===== config.mk =====
export PLATFORM = sky130hd
export DESIGN_NAME = btn_conditioner
export DESIGN_NICKNAME = d
export VERILOG_FILES = /design/src/rtl/btn_conditioner.sv
export SDC_FILE = /design/constraint.sdc
export NUM_CORES = 1
export LEC_CHECK = 0
export BUFFER_PORTS_ARGS = -buffer_cell sky130_fd_sc_hd__buf_2
export CORE_MARGIN = 1
export CORE_UTILIZATION = 45
export DETAILED_ROUTE_END_ITERATION = 12
export HOLD_SLACK_MARGIN = 0.05
export PLACE_DENSITY = 0.63
export SETUP_SLACK_MARGIN = 0.3
export SKIP_LAST_GASP = 1
export SLEW_MARGIN = 5
export SYNTH_ARGS = -nofsm -noshare
export SYNTH_HDL_FRONTEND = slang
export SYNTH_SLANG_ARGS = --single-unit
export TNS_END_PERCENT = 20

===== constraint.sdc =====
create_clock -name CLK -period 6.7 [get_ports CLK]
set_input_delay 0.67 -clock CLK [delete_from_list [all_inputs] [get_ports CLK]]
set_output_delay 0.67 -clock CLK [all_outputs]
set_load 0.03 [all_outputs]

===== src/rtl/btn_conditioner.sv =====
// btn_conditioner: synchronises and debounces raw button pins, emits one-cycle
// press pulses (with auto-repeat on selected buttons) and keeps a sticky
// pending flag per button until the consumer acknowledges it.
module btn_conditioner #(
  parameter int                 NUM_BTN         = 5,
  parameter int                 DEBOUNCE_CYCLES = 250000,
  parameter int                 CNT_W           = 18,
  parameter int                 REPEAT_DELAY    = 25000000,
  parameter int                 REPEAT_PERIOD   = 5000000,
  parameter int                 REP_W           = 25,
  parameter logic [NUM_BTN-1:0] REPEAT_MASK     = NUM_BTN'(5'b00011)
) (
  input  logic               CLK,
  input  logic               reset,
  input  logic [NUM_BTN-1:0] btn_raw,
  output logic [NUM_BTN-1:0] btn_level,
  output logic [NUM_BTN-1:0] btn_press,
  output logic [NUM_BTN-1:0] btn_pending,
  input  logic [NUM_BTN-1:0] pending_ack
);

  localparam logic [CNT_W-1:0] DB_LAST     = CNT_W'(DEBOUNCE_CYCLES - 1);
  localparam logic [REP_W-1:0] DELAY_LAST  = REP_W'(REPEAT_DELAY - 1);
  localparam logic [REP_W-1:0] PERIOD_LAST = REP_W'(REPEAT_PERIOD - 1);

  logic [NUM_BTN-1:0] s1_q;
  logic [NUM_BTN-1:0] s_q;

  // Two-flop synchroniser; the raw pins feed nothing else.
  always_ff @(posedge CLK or posedge reset) begin
    if (reset) begin
      s1_q <= '0;
      s_q  <= '0;
    end else begin
      s1_q <= btn_raw;
      s_q  <= s1_q;
    end
  end

  genvar gi;
  generate
    for (gi = 0; gi < NUM_BTN; gi++) begin : g_btn
      logic [CNT_W-1:0] db_cnt_q, db_cnt_d;
      logic             level_q, level_d;
      logic             press_q, press_d;
      logic             pend_q, pend_d;
      logic             rep_fire;

      // Debounce: level follows s only after it has differed for DEBOUNCE_CYCLES edges.
      always_comb begin
        db_cnt_d = db_cnt_q;
        level_d  = level_q;
        if (s_q[gi] == level_q) begin
          db_cnt_d = '0;
        end else if (db_cnt_q == DB_LAST) begin
          level_d  = s_q[gi];
          db_cnt_d = '0;
        end else begin
          db_cnt_d = db_cnt_q + CNT_W'(1);
        end
      end

      if (REPEAT_MASK[gi]) begin : g_rep
        logic [REP_W-1:0] rep_cnt_q, rep_cnt_d;
        logic             phase_q, phase_d;
        logic             fire;

        // Repeat timer runs only while the level stays high across this edge;
        // a rising edge or a release leaves it cleared in the delay phase.
        always_comb begin
          rep_cnt_d = '0;
          phase_d   = 1'b0;
          fire      = 1'b0;
          if (level_q && level_d) begin
            if ((!phase_q && rep_cnt_q == DELAY_LAST) ||
                ( phase_q && rep_cnt_q == PERIOD_LAST)) begin
              fire    = 1'b1;
              phase_d = 1'b1;
            end else begin
              rep_cnt_d = rep_cnt_q + REP_W'(1);
              phase_d   = phase_q;
            end
          end
        end

        // Repeat counter and phase registers.
        always_ff @(posedge CLK or posedge reset) begin
          if (reset) begin
            rep_cnt_q <= '0;
            phase_q   <= 1'b0;
          end else begin
            rep_cnt_q <= rep_cnt_d;
            phase_q   <= phase_d;
          end
        end

        assign rep_fire = fire;
      end else begin : g_norep
        assign rep_fire = 1'b0;
      end

      // Press on the debounced rising edge or a repeat; set beats ack for pending.
      always_comb begin
        press_d = (level_d & ~level_q) | rep_fire;
        pend_d  = press_q | (pend_q & ~pending_ack[gi]);
      end

      // Per-button state registers; all outputs come straight from flops.
      always_ff @(posedge CLK or posedge reset) begin
        if (reset) begin
          db_cnt_q <= '0;
          level_q  <= 1'b0;
          press_q  <= 1'b0;
          pend_q   <= 1'b0;
        end else begin
          db_cnt_q <= db_cnt_d;
          level_q  <= level_d;
          press_q  <= press_d;
          pend_q   <= pend_d;
        end
      end

      assign btn_level[gi]   = level_q;
      assign btn_press[gi]   = press_q;
      assign btn_pending[gi] = pend_q;
    end
  endgenerate

endmodule


==> PnR_summary.wiki <==
{| class="wikitable"
! Metric !! Value
|-
| Status || complete, no violations
|-
| Die height || 137 um
|-
| Post-DR wirelength/cell || 14.0 um
|-
| Max Freq || 371 MHz
|-
| Area share of the largest cell type after synthesis || 0.507
|-
| Worst endpoint data arrival time || 2.94 ns
|-
| Start point of the critical path || g_btn[0].db_cnt_q[9]
|-
| Final Hold Viols || 0
|-
| Fill cell count || 1664
|-
| Top cells by area, synth || sky130_fd_sc_hd__dfrtp_1 (51%), sky130_fd_sc_hd__xor2_1 (5.1%), sky130_fd_sc_hd__xnor2_1 (4.5%)
|-
| Pre-CTS setup slack || 3.97 ns
|-
| Library cell with the largest summed area after synthesis || sky130_fd_sc_hd__dfrtp_1
|-
| Flip-flop cell with the highest count after synthesis || sky130_fd_sc_hd__dfrtp_1
|-
| Worst clock skew || 0.00934 ns
|-
| Wire length of the first global-routing pass || 26400 um
|-
| Number of post-CTS setup repair buffers || 0
|-
| Share of post-route cells with drive strength above 1 || 0.0996
|-
| Remaining number of nets flagged by the antenna check after routing || 0
|-
| Number of global-route vias before repair || 5696
|-
| Weighted congestion reported at the end of routability-driven placement || 0.787
|-
| Clock insertion delay at the later pin of the skew report || 0.42 ns
|-
| Reg2reg setup slack || 4.01 ns
|-
| Source of the worst register-to-register timing path || g_btn[0].db_cnt_q[9]
|-
| Clock tree from TritonCTS || yes
|-
| Netlist area before placement || 8240 um^2
|-
| Post-route setup TNS || 0 ns
|-
| Count of yosys warnings during synthesis || 0
|-
| Final period utilization || 0.402
|-
| Initial Utilization || 0.459
|-
| PostCTS Resize Cnt || 0
|-
| Post-Syn Instances || 816
|-
| Number of H-tree branching levels || 4
|-
| Maximum net fanout on the critical path || 26
|-
| Final cell count without fillers || 1072
|-
| Worst relative slew slack || 0.301
|-
| Final net count || 849
|-
| Final critical path time including I/O delays and setup || 2.69 ns
|-
| Most numerous cell types in the synthesized netlist || sky130_fd_sc_hd__dfrtp_1 (167), sky130_fd_sc_hd__nor2_1 (81), sky130_fd_sc_hd__nand3_1 (54)
|-
| WP data required || 6.95 ns
|-
| Source of the worst hold timing path || s1_q[3]
|-
| Full die area || 18900 um^2
|-
| Drt first-iter violations || 314
|-
| Number of sinks handled by clock tree synthesis || 167
|-
| Worst Path Buf+Inv || 0
|-
| PD cells || 216 nW/um^2
|-
| Max-capacitance violation count || 0
|-
| Final setup margin || 4.01 ns
|-
| Dpl cells || 1040
|-
| Largest net degree at the start of global routing || 85
|-
| Mean cell area of the mapped netlist || 10.1 um^2
|-
| Port Buf Inserts || 26
|-
| Std-Cell Core Area || 18000 um^2
|-
| Yosys cell types || 49
|-
| Fraction of registers with async set/reset || 1.00
|-
| Total design power || 1.95 mW
|-
| Static leakage power || 3.64 nW
|-
| Category of the worst setup path capture point || register
|-
| Peak ir drop on the vdd network || 207 uV
|-
| Register bit total from synthesis || 167
|-
| Slowest-stage cell, CP || sky130_fd_sc_hd__o31ai_4
|-
| Family with the most delay on the worst path || simple AND/OR/NAND/NOR gates
|-
| Average via count per standard cell || 5.54
|-
| Ant diodes || 0
|-
| Dominant cell by count in the synthesized netlist || sky130_fd_sc_hd__dfrtp_1
|-
| HPWL after detailed placement || 9850 um
|-
| Sequence of cells on the critical path || or4b_1, or4_1, o31ai_4, nor3_1
|-
| Setup repair after global routing missed its margin || false
|-
| Reg2Reg Depth || 4
|-
| Number of pins with negative max-slew slack in the final report || 0
|-
| Number of buffers created by CTS || 17
|-
| Min-Delay Endpoint || s_q[3]
|-
| Maximum root-to-sink buffer count || 2
|-
| Post-Synthesis Net Count || 835
|-
| Width of the chip || 137 um
|-
| Ports placed on the boundary || 27
|-
| Count of vias placed by the detailed router || 5939
|-
| Biggest cell delay along the critical path || 0.87 ns
|-
| Type of the worst setup path || register to register
|-
| Clock tree root driver cell || sky130_fd_sc_hd__clkbuf_16
|-
| Count of standard-cell rows || 49
|-
| Clock Pin Slew Worst Setup and Hold Paths || 0.06 ns
|-
| CP startpoint kind || register
|-
| Drc violations || 0
|-
| Residual overflow from global routing || 0
|-
| GRT Total Usage || 0.174
|-
| Final Setup Violations || 0
|-
| Drt first pass iters || 4
|-
| Worst slew pin tran || 1.05 ns
|-
| Type of the most critical hold path || register to register
|-
| Antenna violations before repair || 0
|-
| Hold-fix buffer count after cts || 0
|-
| Routed WL || 15000 um
|-
| Depth of the worst hold-timing path || 0
|-
| Layout area overhead || 9.46%
|-
| Count of flip-flops with a built-in enable after synthesis || 0
|-
| Share of the yosys chip area belonging to registers || 0.507
|-
| Destination of the worst register-to-register timing path || g_btn[0].g_rep.rep_cnt_q[5]
|}
## metrics by stage
stage	hold slack [ns]	util	area [um^2]
2_1_floorplan	0.331	-	8240
3_3_place_gp	0.334	0.473	8490
3_5_place_dp	0.336	0.473	8490
4_1_cts	0.329	0.502	9020
5_1_grt	0.334	0.502	9020
6_report	0.348	0.502	9020
## routing by layer
metal / wire (um) / vias to the layer above / global-route usage
li1: - / 2966 / -
met3: 437 / 14 / 0.0394
met1: 7320 / 2883 / 0.231
met4: 150 / 0 / 0.0440
met2: 7050 / 76 / 0.287
met5: 0 / - / 0
## final cells by class
class | instances | area [um^2] | area share
flip-flops and latches | 167 | 4180 | 0.463
multi-input cells | 584 | 3740 | 0.415
clock buffers | 19 | 443 | 0.0491
well taps | 229 | 287 | 0.0318
repair buffers | 33 | 183 | 0.0203
inverters | 27 | 106 | 0.0118
clock inverters | 13 | 82.6 | 0.00916
## cell families (layout without fill, tap and decap cells)
kind of cell / after synthesis / after routing / synth area share
multiplexers: 3 / 3 / 0.00410
buffers and inverters: 65 / 92 / 0.0413
AND/OR/NAND/NOR: 383 / 383 / 0.254
flip-flops: 167 / 167 / 0.507
XOR/XNOR: 90 / 90 / 0.0957
adder cells (fa/ha/maj): 7 / 7 / 0.0106
AO/OA/AOI/OAI: 101 / 101 / 0.0872
## layout by cell type (no fill, tap or decap), types with 17 or more instances in the layout
master                      synthesis  layout
sky130_fd_sc_hd__dfrtp_1          167     167
sky130_fd_sc_hd__nor2_1            81      81
sky130_fd_sc_hd__nand3_1           54      54
sky130_fd_sc_hd__xor2_1            48      48
sky130_fd_sc_hd__nand2_1           43      43
sky130_fd_sc_hd__xnor2_1           42      42
sky130_fd_sc_hd__nand4_1           39      39
sky130_fd_sc_hd__nor3_1            39      39
sky130_fd_sc_hd__inv_1             27      26
sky130_fd_sc_hd__or3_1             26      26
sky130_fd_sc_hd__buf_2              5      26
sky130_fd_sc_hd__a211oi_1          25      24
sky130_fd_sc_hd__o21ai_0           24      24
sky130_fd_sc_hd__or4_1             19      19
sky130_fd_sc_hd__a21oi_1           19      19
sky130_fd_sc_hd__nor4_1            17      17
sky130_fd_sc_hd__clkbuf_16          0      17
## state kept, by name, indices dropped and copies added (netlist names)
signal	count
g_btn.db_cnt_q	90
g_btn.g_rep.rep_cnt_q	50
g_btn.level_q	5
g_btn.pend_q	5
g_btn.press_q	5
s1_q	5
s_q	5
g_btn.g_rep.phase_q	2
## worst max path at each step
stage | to | slack (ns) | depth (start not counted)
floorplan | g_btn[0].db_cnt_q[0] | 1.51 | 1
global placement | g_btn[0].g_rep.rep_cnt_q[5] | 4.04 | 4
detailed placement | g_btn[0].g_rep.rep_cnt_q[5] | 3.97 | 4
CTS | g_btn[0].g_rep.rep_cnt_q[5] | 3.96 | 4
global route | g_btn[0].g_rep.rep_cnt_q[5] | 3.81 | 4
finish | g_btn[0].g_rep.rep_cnt_q[5] | 4.01 | 4
## power breakdown
part	switching, mW	internal [mW]
Sequential	0.0100	1.02
Combinational	0.0354	0.0130
Clock	0.393	0.480
Total	0.438	1.51
Note: power is estimated with default switching activity, not from simulation.
